[config.mk]
export PLATFORM = sky130hd
export DESIGN_NAME = mem
export DESIGN_NICKNAME = d
export VERILOG_FILES = /design/src/rtl/mem.sv
export SDC_FILE = /design/constraint.sdc
export NUM_CORES = 1
export LEC_CHECK = 0
export ABC_CLOCK_PERIOD_IN_PS = 7000
export BUFFER_PORTS_ARGS = -buffer_cell sky130_fd_sc_hd__buf_2
export CAP_MARGIN = 20
export CORE_ASPECT_RATIO = 0.6
export CORE_UTILIZATION = 31
export DETAILED_ROUTE_END_ITERATION = 10
export HOLD_SLACK_MARGIN = 0.06
export PLACE_DENSITY = 0.69
export SYNTH_ARGS = -nofsm -noshare
export SYNTH_HDL_FRONTEND = slang
export SYNTH_SLANG_ARGS = --single-unit
export TNS_END_PERCENT = 50
[constraint.sdc]
create_clock -name clk -period 7 [get_ports clk]
set_input_delay 0.35 -clock clk [delete_from_list [all_inputs] [get_ports clk]]
set_output_delay 0.35 -clock clk [all_outputs]
set_load 0.03 [all_outputs]
[src/rtl/mem.sv]
// Memory-access stage of the five-stage pipeline.
// Decodes load/store ops, runs a req/ack data bus with big-endian byte lanes,
// aligns and extends load data, and holds the pipeline while an access is in flight.
// Ports:
//   clk, rst                      clock, asynchronous active-high reset
//   ex_*                          EX/MEM pipeline register contents
//   mem_*                         results to mem_wb (GPR and HI/LO)
//   stallreq                      hold request to the stall controller
//   misalign                      current op is misaligned (combinational)
//   bus_err                       one-cycle pulse when an access times out
//   bus_req/we/addr/sel/wdata     registered bus request
//   bus_rdata, bus_ack            bus response
module mem #(
    parameter int unsigned TIMEOUT = 255
) (
    input  logic        clk,
    input  logic        rst,
    input  logic [4:0]  ex_wd,
    input  logic        ex_wreg,
    input  logic [31:0] ex_wdata,
    input  logic [31:0] ex_hi,
    input  logic [31:0] ex_lo,
    input  logic        ex_whilo,
    input  logic [3:0]  ex_mem_op,
    input  logic [31:0] ex_mem_addr,
    input  logic [31:0] ex_reg2,
    output logic [4:0]  mem_wd,
    output logic        mem_wreg,
    output logic [31:0] mem_wdata,
    output logic [31:0] mem_hi,
    output logic [31:0] mem_lo,
    output logic        mem_whilo,
    output logic        stallreq,
    output logic        misalign,
    output logic        bus_err,
    output logic        bus_req,
    output logic        bus_we,
    output logic [31:0] bus_addr,
    output logic [3:0]  bus_sel,
    output logic [31:0] bus_wdata,
    input  logic [31:0] bus_rdata,
    input  logic        bus_ack
);

    typedef enum logic [1:0] {StIdle, StWait, StDone} state_e;
    typedef enum logic [1:0] {SzByte, SzHalf, SzWord} size_e;

    localparam logic [15:0] CntLast = 16'(TIMEOUT - 1);

    state_e      state_q;
    logic [15:0] cnt_q;
    logic [31:0] load_q;
    logic        abort_q;

    logic        is_load, is_store, sign_ext, mis_al, access;
    size_e       size;
    logic [3:0]  lane_sel;
    logic [31:0] st_data, ld_data;
    logic [7:0]  ld_byte;
    logic [15:0] ld_half;

    // Op decode; undefined codes fall through as NONE.
    always_comb begin
        is_load  = 1'b0;
        is_store = 1'b0;
        sign_ext = 1'b0;
        size     = SzWord;
        case (ex_mem_op)
            4'h1: begin is_load = 1'b1; size = SzByte; sign_ext = 1'b1; end
            4'h2: begin is_load = 1'b1; size = SzByte; end
            4'h3: begin is_load = 1'b1; size = SzHalf; sign_ext = 1'b1; end
            4'h4: begin is_load = 1'b1; size = SzHalf; end
            4'h5: begin is_load = 1'b1; size = SzWord; end
            4'h9: begin is_store = 1'b1; size = SzByte; end
            4'hA: begin is_store = 1'b1; size = SzHalf; end
            4'hB: begin is_store = 1'b1; size = SzWord; end
            default: ;
        endcase
    end

    always_comb begin
        mis_al = 1'b0;
        if (is_load || is_store) begin
            if (size == SzHalf) mis_al = ex_mem_addr[0];
            if (size == SzWord) mis_al = (ex_mem_addr[1:0] != 2'b00);
        end
        access = (is_load || is_store) && !mis_al;
    end

    // Big-endian lanes: byte 0 of the word lives in bits [31:24].
    always_comb begin
        lane_sel = 4'b1111;
        st_data  = ex_reg2;
        case (size)
            SzByte: begin
                lane_sel = 4'b1000 >> ex_mem_addr[1:0];
                st_data  = {4{ex_reg2[7:0]}};
            end
            SzHalf: begin
                lane_sel = ex_mem_addr[1] ? 4'b0011 : 4'b1100;
                st_data  = {2{ex_reg2[15:0]}};
            end
            default: ;
        endcase
    end

    always_comb begin
        case (ex_mem_addr[1:0])
            2'b00:   ld_byte = bus_rdata[31:24];
            2'b01:   ld_byte = bus_rdata[23:16];
            2'b10:   ld_byte = bus_rdata[15:8];
            default: ld_byte = bus_rdata[7:0];
        endcase
        ld_half = ex_mem_addr[1] ? bus_rdata[15:0] : bus_rdata[31:16];
        case (size)
            SzByte:  ld_data = {{24{sign_ext & ld_byte[7]}}, ld_byte};
            SzHalf:  ld_data = {{16{sign_ext & ld_half[15]}}, ld_half};
            default: ld_data = bus_rdata;
        endcase
    end

    always_ff @(posedge clk or posedge rst) begin
        if (rst) begin
            state_q   <= StIdle;
            cnt_q     <= 16'd0;
            load_q    <= 32'd0;
            abort_q   <= 1'b0;
            bus_err   <= 1'b0;
            bus_req   <= 1'b0;
            bus_we    <= 1'b0;
            bus_addr  <= 32'd0;
            bus_sel   <= 4'd0;
            bus_wdata <= 32'd0;
        end else begin
            bus_err <= 1'b0;
            case (state_q)
                StIdle: begin
                    if (access) begin
                        bus_addr  <= {ex_mem_addr[31:2], 2'b00};
                        bus_sel   <= lane_sel;
                        bus_we    <= is_store;
                        bus_wdata <= st_data;
                        bus_req   <= 1'b1;
                        cnt_q     <= 16'd0;
                        abort_q   <= 1'b0;
                        state_q   <= StWait;
                    end
                end
                StWait: begin
                    // Ack on the last counted cycle still completes normally.
                    if (bus_ack) begin
                        load_q  <= ld_data;
                        bus_req <= 1'b0;
                        bus_we  <= 1'b0;
                        state_q <= StDone;
                    end else if (cnt_q == CntLast) begin
                        bus_req <= 1'b0;
                        bus_we  <= 1'b0;
                        bus_err <= 1'b1;
                        abort_q <= 1'b1;
                        state_q <= StDone;
                    end else begin
                        cnt_q <= cnt_q + 16'd1;
                    end
                end
                StDone:  state_q <= StIdle;
                default: state_q <= StIdle;
            endcase
        end
    end

    always_comb begin
        mem_wd    = ex_wd;
        mem_hi    = ex_hi;
        mem_lo    = ex_lo;
        mem_whilo = ex_whilo;
        mem_wreg  = ex_wreg;
        mem_wdata = ex_wdata;
        misalign  = mis_al;
        stallreq  = 1'b0;
        case (state_q)
            StIdle: begin
                if (is_load || is_store) begin
                    mem_wreg = 1'b0;
                    stallreq = access;
                end
            end
            StWait: begin
                mem_wreg = 1'b0;
                stallreq = 1'b1;
            end
            StDone: begin
                if (is_load || is_store) begin
                    mem_wreg = 1'b0;
                    if (is_load && !mis_al && !abort_q) begin
                        mem_wreg  = ex_wreg;
                        mem_wdata = load_q;
                    end
                end
            end
            default: ;
        endcase
        if (rst) begin
            mem_wd    = 5'd0;
            mem_hi    = 32'd0;
            mem_lo    = 32'd0;
            mem_whilo = 1'b0;
            mem_wreg  = 1'b0;
            mem_wdata = 32'd0;
            misalign  = 1'b0;
            stallreq  = 1'b0;
        end
    end

endmodule
==> Flow_metrics.wiki, run 1 <==
{| class="wikitable"
! Metric !! Value
|-
| Result of the run || completed
|-
| Routability congestion estimate || 0.9928
|-
| Class of the tightest hold or removal check || primary input to flop
|-
| Synthesized instance count || approximately 780
|-
| Combined global-route utilization of all metal layers || between 20% and 30%
|-
| Pins Over Slew Limit || 0
|-
| Ratio of routed vias to standard cells || roughly 5
|-
| Switching power total || between 1 and 1.5 mW
|-
| Crit path time final || between 3 and 4 ns
|-
| Clock network fraction of design power || 27.6%
|-
| Worst Path Buf+Inv || 3
|-
| Router iterations before antenna repair || 5
|-
| Worst setup path class || primary input to flop
|-
| Master of the slowest instance on the critical path || sky130_fd_sc_hd__a221oi_4
|-
| Sequential-to-total area share from yosys stat || 44.93%
|-
| Post-synth EDFFs || 0
|-
| Share of synthesized cell area in full adder, half adder and majority cells || 0.3744%
|-
| Die extent in y || ~120 microns
|-
| Area growth from synthesis to final layout || 39.59%
|-
| Hold bufs inserted after CTS || 0
|-
| Final HPWL from detailed placement || approximately 20 mm
|-
| Ratio of cells with drive above 1 in the final layout || 37.80%
|-
| Reg-to-Reg End || cnt_q[3]
|-
| Maximum buffer depth of the clock tree || 2
|-
| Initial Utilization || 31.70%
|-
| Startpoint of the tightest hold check path || ex_mem_addr[13]
|-
| Cell chosen for the clock root || sky130_fd_sc_hd__clkbuf_16
|-
| Clock transition at the registers of the reported paths || 0.06 ns
|-
| Maximum number of pins on one net before global-route repair || 86
|-
| FF+latch count, synth || 120
|-
| Worst reg-to-reg setup slack || 4.53 ns
|-
| Cell seen most often among critical-path stages || sky130_fd_sc_hd__buf_4
|-
| Max Cap Viol || 0
|-
| Top-area cell type share of the netlist area || between 40% and 50%
|-
| Num CTS Buffers || 17
|-
| Boundary Pins || about 380
|-
| Tcrit/Tclk final || 46.12%
|-
| Data required time at the worst endpoint || approximately 7.3 ns
|-
| Worst vdd rail ir drop || about 0.24 mV
|-
| Endpoint of the worst hold-timing path || bus_addr[13]
|-
| Sink count of the clock tree || 120
|-
| Die footprint || roughly 0.022 sq mm
|-
| Multiplexer share of the synthesized area || under 10%
|-
| Cell depth of the worst flop-to-flop path || 7
|-
| Arrival time at the worst endpoint || roughly 3.5 ns
|-
| Static leakage power || about 4.8 nW
|-
| Post-CTS repair timing setup buffer count || 0
|-
| Largest family of logic cells by synthesized area || simple AND/OR/NAND/NOR gates
|-
| Site Rows || 41
|-
| Power Density || about 320 mW/mm^2
|-
| Top cell types by occurrence after synthesis || sky130_fd_sc_hd__nand2_1 (184), sky130_fd_sc_hd__dfrtp_1 (120), sky130_fd_sc_hd__nor2_1 (95), sky130_fd_sc_hd__nor2b_1 (75), sky130_fd_sc_hd__mux2i_1 (46)
|-
| Reg2reg start || cnt_q[0]
|-
| Total global routing overflow || 0
|-
| Hold depth || 3
|-
| Die Span X || 191.6 microns
|-
| Core occupancy in the finished layout || 44.25%
|-
| Number of port buffers || around 380
|-
| Post-route cell area || slightly above 0.009 sq mm
|-
| Wire length of the first global-routing pass || 38.33 mm
|-
| Total number of H-tree levels || 4
|-
| Via Count || approximately 7k
|-
| RSZ-0062 raised after global routing || no
|-
| Number of hold-slack violations in the final timing report || 0
|-
| Drc violations || 0
|-
| Worst path top cell family by delay || compound AO/OA/AOI/OAI gates
|-
| Pin slew with the least headroom to its limit || 0.9483 ns
|-
| Post-detailed-route wirelength per cell || 18.02 microns
|-
| Syn avg cell area || 8.525 sq um
|-
| Clock tree from TritonCTS || built
|-
| Post-CTS sizing || 0
|-
| Clock latency on the worst-skew pair || 0.42 ns
|-
| Violation count after the first detailed-routing iteration || between 600 and 700
|-
| Routed Antenna Nets || 0
|-
| Warning count from the yosys run || 0
|-
| Number of distinct library cells after synthesis || between 50 and 60
|-
| Share of total power consumed by net switching || about two fifths
|-
| Top fanout value on the critical path || 47
|-
| Max incr delay on CP || slightly above 0.8 ns
|-
| WL final || roughly 26 mm
|-
| Final Net Count || roughly 1.3k
|-
| Setup violators final || 0
|-
| Setup crit end kind || flop
|-
| Worst slew margin || between 30% and 40%
|-
| Antenna violations before repair || 3
|-
| Cell area after placement || 0.008760 sq mm
|-
| Xor/xnor cell area share of the yosys netlist || 1.310%
|-
| Most used flip-flop cell after synthesis || sky130_fd_sc_hd__dfrtp_1
|-
| Seq pwr share || ~37%
|-
| Power consumption || around 2.9 mW
|-
| Biggest area consumer among synthesized cells || sky130_fd_sc_hd__dfrtp_1
|-
| Fraction of power consumed by combinational cells || between 30 and 40%
|-
| Simple-Gate Fraction of Synth Area || approximately 28%
|-
| Synthesized area || between 0.006 and 0.007 sq mm
|-
| Achievable clock frequency || 0.3097 GHz
|-
| Number of global-route vias before repair || 6394
|-
| Top cells by area, synth || sky130_fd_sc_hd__dfrtp_1 (45%), sky130_fd_sc_hd__nand2_1 (10%), sky130_fd_sc_hd__nor2b_1 (7.0%)
|-
| Kind of launch point of the worst setup path || primary input
|-
| Internal power summed over all cells || 1.744 mW
|-
| Post-route clock skew || approximately 0.013 ns
|-
| Cell with the most instances after synthesis || sky130_fd_sc_hd__nand2_1
|-
| Post-synthesis compound-gate area fraction || 12.94%
|-
| Share of async-settable or async-resettable flops after synthesis || 100.0%
|-
| Core Area || ~0.021 sq mm
|-
| Total negative setup slack || 0 ns
|-
| Worst setup startpoint || ex_mem_op[0]
|-
| Sequence of cells on the critical path || buf_2 -> nor2b_1 -> a221oi_4 -> buf_4 -> a221o_2 -> buf_4 -> o21ai_0
|}
[metal layers]
metal  global-route usage (%)  vias to the layer above  part of all wire, %
met1                    33.78                     3287                   48
met4                    5.661                        4                 0.73
met3                    8.631                       16                  9.5
met5                        0                        -                 0.13
met2                    31.62                      298                   41
li1                         -                     3379                    -
[cell families after synthesis]
logic type | after synthesis
adder cells (fa/ha/maj) | 2
other | 1
XOR/XNOR | 10
flip-flops | 120
AO/OA/AOI/OAI | 132
AND/OR/NAND/NOR | 404
multiplexers | 51
buffers and inverters | 64
[how the worst max path moves through the flow]
stage	end	slack, ns	cells past startpoint
after floorplan	abort_q	3.05	3
after global placement	bus_sel[0]	3.43	7
after detailed placement	bus_wdata[23]	3.34	7
after CTS	bus_wdata[23]	3.79	7
after global routing	bus_sel[0]	3.54	7
final	bus_sel[1]	3.77	7
[worst register-to-register path, delay by kind of cell (launching register included)]
family          cells  cell delay, ns
compound gates      1            0.18
buf+inv             1            0.08
simple gates        3            1.13
flops               1            0.43
fa+ha+maj           1            0.15
mux                 1            0.39
[power groups by stage]
stage,sequential [mW],clock (mW),combinational [mW]
3_3_place_gp,1.08,0,1.04
3_5_place_dp,1.09,0,1.05
4_1_cts,1.08,0.831,1.06
2_1_floorplan,1.34,0,0.422
5_1_grt,1.11,0.858,1.15
6_report,1.08,0.813,1.06
[through the flow]
stage | hold slack [ns] | setup slack (ns) | instances
after CTS | 0.1004 | 3.787 | 1426
final | 0.1162 | 3.772 | 1429
after detailed placement | 0.4572 | 3.343 | 1395
after floorplan | 0.4554 | 3.053 | 785
after global placement | 0.4523 | 3.427 | 1395
after global routing | 0.1028 | 3.537 | 1427
[cell usage in the layout (no fill, tap or decap), drive strengths merged, types with 6 or more instances in the layout]
master  synthesis  final
nand3          11     11
o21ai          32     32
xor2            6      6
a31oi          14     14
o31ai           6      6
inv             7      8
a21oi          39     39
clkbuf         30     19
mux2i          46     46
a222oi          8      8
nor2           95     95
clkinv          0      8
buf            27    389
nand2         184    184
a32oi           7      7
dfrtp         120    120
nor2b          75     75
[registers in the layout (all words and copies together), names as in the netlist, 2 cells and up]
signal / flops
state_q: 2
bus_addr: 30
cnt_q: 16
bus_sel: 4
bus_wdata: 32
load_q: 32
[layout make-up]
class	instances	area, sq um
fillers	2067	11750
multi-input cells	601	3412
flip-flops and latches	120	3003
repair buffers	389	1994
clock buffers	19	432.9
well taps	279	349.1
clock inverters	12	105.1
inverters	7	28.78
diodes	2	5.005
(Power assumes the default switching activity.)
==> inputs of run 2 (changes only) <==
Settings changed: ABC_AREA set to 1, ABC_CLOCK_PERIOD_IN_PS 7000 to 2700, PLACE_DENSITY 0.69 to 0.7.
Clock period 7 ns to 2.7 ns, I/O delays scaled along.
==> run 2 against run 1 <==
Count of clock-buffer cells in the layout fell by 2; synthesized cell count grew 48%; worst hold slack worse by 0.048 ns; total power rose to 3.0 times the previous value; critical endpoint is now mem_wdata[14]; sequential share of layout area down 4.1 points; utilization rose by 2.0 points; non-clock buffer count up 68; via count up 26%; first-iteration DRC count increased by 15%.
==> Flow_metrics.wiki, run 2 <==
{| class="wikitable"
! Metric !! Value
|-
| Top-area cell type share of the netlist area || 41.00% (-3.9 points)
|-
| Share of total power consumed by net switching || 44.65% (+3.8 points)
|-
| Data required time at the worst endpoint || 2.57 ns (-4.71 ns)
|-
| Die Span X || 200.4 microns (+4.6%)
|-
| Final HPWL from detailed placement || 23.35 mm (+19%)
|-
| Achievable clock frequency || 0.4333 GHz
|-
| Tcrit/Tclk final || 85.48%
|-
| RSZ-0062 raised after global routing || no
|-
| Area growth from synthesis to final layout || 46.08%
|-
| Most used flip-flop cell after synthesis || sky130_fd_sc_hd__dfrtp_1
|-
| Post-CTS repair timing setup buffer count || 0 (unchanged)
|-
| Most common library cell in the layout ignoring fill and taps || sky130_fd_sc_hd__nand2_1
|-
| Reg-to-Reg End || load_q[11]
|-
| Result of the run || completed
|-
| Clock network fraction of design power || 25.9% (-1.7 points)
|-
| Via Count || 8768 (+26%)
|-
| Maximum number of pins on one net before global-route repair || 81 (-5.8%)
|-
| Total negative setup slack || 0 ns (unchanged)
|-
| Hold bufs inserted after CTS || 64 (+64)
|-
| Warning count from the yosys run || 0 (unchanged)
|-
| Max Cap Viol || 0 (unchanged)
|-
| Setup crit end kind || output pin
|-
| Power consumption || 8.845 mW (+200%)
|-
| Final worst hold slack || 0.06806 ns (-0.04812 ns)
|-
| Wire length of the first global-routing pass || 46.45 mm (+21%)
|-
| Boundary Pins || 382 (unchanged)
|-
| Sink count of the clock tree || 120 (unchanged)
|-
| Arrival time at the worst endpoint || 2.17 ns (-1.33 ns)
|-
| Post-synthesis compound-gate area fraction || 6.988% (-5.9 points)
|-
| Non-filler cells in the finished layout || 1916 (+34%)
|-
| Xor/xnor cell area share of the yosys netlist || 0.2392% (-1.1 points)
|-
| Fraction of power consumed by combinational cells || 40.8% (+5.0 points)
|-
| Met1 layer wirelength in the final routing || 13.24 mm (+6.3%)
|-
| Power Density || 826.8 mW/mm^2 (+160%)
|-
| Wire length on met2 || 13.40 mm (+26%)
|-
| Num CTS Buffers || 17 (unchanged)
|-
| Internal power summed over all cells || 4.896 mW (+180%)
|-
| Clock tree from TritonCTS || built
|-
| Reg2reg start || state_q[1]
|-
| Number of distinct library cells after synthesis || 30 (-47%)
|-
| Simple-Gate Fraction of Synth Area || 38.94% (+11 points)
|-
| Total global routing overflow || 0 (unchanged)
|-
| Cell area after placement || 0.009465 sq mm (+8.1%)
|-
| WL final || 30.19 mm (+17%)
|-
| Cell chosen for the clock root || sky130_fd_sc_hd__clkbuf_16
|-
| Number of global-route vias before repair || 8228 (+29%)
|-
| Clock latency on the worst-skew pair || 0.43 ns (about the same)
|-
| Most used cells in the layout excluding fill and tap cells || sky130_fd_sc_hd__nand2_1 (458), sky130_fd_sc_hd__buf_2 (379), sky130_fd_sc_hd__nor2_1 (194), sky130_fd_sc_hd__inv_1 (154), sky130_fd_sc_hd__dfrtp_1 (120)
|-
| Ratio of routed vias to standard cells || 4.576 (-6.4%)
|-
| Top cell types by occurrence after synthesis || sky130_fd_sc_hd__nand2_1 (458), sky130_fd_sc_hd__nor2_1 (194), sky130_fd_sc_hd__inv_1 (154), sky130_fd_sc_hd__dfrtp_1 (120), sky130_fd_sc_hd__o21ai_0 (71)
|-
| Switching power total || 3.950 mW (+230%)
|-
| Violation count after the first detailed-routing iteration || 699 (+15%)
|-
| Crit path time final || 2.308 ns
|-
| Clock transition at the registers of the reported paths || 0.06 ns (about the same)
|-
| Setup slack of the critical path after layout || 0.3922 ns (-3.379 ns)
|-
| DR WL met3 || 2.887 mm (+18%)
|-
| Combined global-route utilization of all metal layers || 25.19% (+2.1 points)
|-
| Static leakage power || 6.312 nW (+31%)
|-
| Die footprint || 0.02426 sq mm (+9.4%)
|-
| Capturing element of the worst setup path || mem_wdata[14]
|-
| Number of port buffers || 379 (unchanged)
|-
| Post-route clock skew || 0.009203 ns (-0.003618 ns)
|-
| Worst slew margin || 39.48% (+2.9 points)
|-
| Seq pwr share || 33.2% (-3.4 points)
|-
| Uppermost layer routed || met5
|-
| Worst reg-to-reg setup slack || 0.69 ns (-3.84 ns)
|-
| Kind of launch point of the worst setup path || flop
|-
| Synthesized area || 0.007323 sq mm (+9.6%)
|-
| Cell depth of the worst flop-to-flop path || 7 (unchanged)
|-
| Top cells by area, synth || sky130_fd_sc_hd__dfrtp_1 (41%), sky130_fd_sc_hd__nand2_1 (23%), sky130_fd_sc_hd__nor2_1 (9.9%)
|-
| Largest regs || bus_wdata x32, load_q x32, bus_addr x30
|-
| Pins Over Slew Limit || 0 (unchanged)
|-
| Worst slack, placed || 0.2955 ns (-3.048 ns)
|-
| Largest family of logic cells by synthesized area || simple AND/OR/NAND/NOR gates
|-
| Routability congestion estimate || 0.9732 (-2.0%)
|-
| Syn avg cell area || 6.308 sq um (-26%)
|-
| Share of async-settable or async-resettable flops after synthesis || 100.0% (unchanged)
|-
| Number of hold-slack violations in the final timing report || 0 (unchanged)
|-
| Setup violators final || 0 (unchanged)
|-
| Site Rows || 43 (+4.9%)
|-
| Worst setup startpoint || abort_q
|-
| Final Net Count || 1792 (+33%)
|-
| Initial Utilization || 31.65% (-0.046 points)
|-
| Share of synthesized cell area in full adder, half adder and majority cells || 0.3417% (-0.033 points)
|-
| Post-route cell area || 0.01070 sq mm (+15%)
|-
| Total number of H-tree levels || 4 (unchanged)
|-
| FF+latch count, synth || 120 (unchanged)
|-
| Die extent in y || 121.1 microns (+4.6%)
|-
| Worst setup path class || flop to output pin
|-
| Sequential-to-total area share from yosys stat || 41.00% (-3.9 points)
|-
| Ratio of cells with drive above 1 in the final layout || 27.80% (-10 points)
|-
| Pin slew with the least headroom to its limit || 0.9078 ns (-0.04058 ns)
|-
| Placed instance count || 1816 (+30%)
|-
| Worst vdd rail ir drop || 0.6068 mV (+150%)
|-
| Multiplexer share of the synthesized area || 0% (-8.1 points)
|-
| Antenna violations before repair || 13 (+10)
|-
| Post-CTS sizing || 0 (unchanged)
|-
| Top fanout value on the critical path || 42 (-11%)
|-
| Hold depth || 5 (+2)
|-
| Post-detailed-route wirelength per cell || 15.76 microns (-13%)
|-
| Post-synth EDFFs || 0 (unchanged)
|-
| Cell with the most instances after synthesis || sky130_fd_sc_hd__nand2_1
|-
| Biggest area consumer among synthesized cells || sky130_fd_sc_hd__dfrtp_1
|-
| Synthesized instance count || 1161 (+48%)
|-
| Routed Antenna Nets || 0 (unchanged)
|-
| Drc violations || 0 (unchanged)
|-
| Router iterations before antenna repair || 5 (unchanged)
|-
| Maximum buffer depth of the clock tree || 2 (unchanged)
|-
| Core occupancy in the finished layout || 46.24% (+2.0 points)
|-
| Core Area || 0.02313 sq mm (+9.7%)
|-
| Class of the tightest hold or removal check || primary input to flop
|}
-- run 2: cell count changes after synthesis, sizes merged, moves of 10 or more --
cell    change
a21oi      -34
a31oi      -13
clkbuf     -10
inv       +152
mux2i      -46
nand2     +278
nand3      +26
nand4      +10
nor2      +102
nor2b      -75
o21ai      +59
-- run 2: power by group through the flow --
stage	clock, mW	combinational, mW	sequential (mW)
finish	2.30	3.61	2.94
global route	2.43	3.92	3.02
CTS	2.34	3.62	2.93
detailed placement	0	3.54	2.94
global placement	0	3.48	2.94
floorplan	0	1.31	3.90
-- run 2: logic make-up after synthesis --
group | Yosys count
buffers and inverters | 218
DFF | 120
xor gates and xnor gates | 2
and+or+nand+nor | 719
AOI/OAI and AO/OA | 99
other | 1
adders and majority gates | 2
-- run 2: cell type report --
class	count	area (sq um)
Tap cell	315	394.1
Sequential cell	120	3003
Antenna cell	4	10.01
Timing Repair Buffer	457	2668
Multi-Input combinational cell	824	3421
Fill cell	2396	12440
Inverter	164	620.6
Clock inverter	15	156.4
Clock buffer	17	425.4
-- run 2: how the worst min path moves through the flow --
| stage | from | end | slack [ns] |
|---|---|---|---|
| after floorplan | bus_ack | bus_err | 0.22 |
| after global placement | rst | cnt_q[6] | 0.17 |
| after detailed placement | rst | cnt_q[6] | 0.16 |
| after CTS | ex_reg2[30] | bus_wdata[30] | 0.07 |
| after global routing | ex_reg2[11] | bus_wdata[11] | 0.07 |
| final | ex_reg2[11] | bus_wdata[11] | 0.07 |
-- run 2: metal layers --
layer	up-vias	track usage, %
li1	4330	-
met1	3984	33.36
met2	388	39.30
met3	58	8.029
met4	8	7.347
met5	-	0
-- run 2: worst max-delay path, cell delays in order, from the launching register on --
cell	delay, ns
sky130_fd_sc_hd__dfrtp_1	0.37
sky130_fd_sc_hd__inv_1	0.05
sky130_fd_sc_hd__nand2_1	0.04
sky130_fd_sc_hd__nor2_1	0.16
sky130_fd_sc_hd__nand2_2	0.12
sky130_fd_sc_hd__nor2_8	0.32
sky130_fd_sc_hd__buf_12	0.25
sky130_fd_sc_hd__nor2_1	0.06
sky130_fd_sc_hd__nor2_1	0.12
sky130_fd_sc_hd__buf_2	0.21
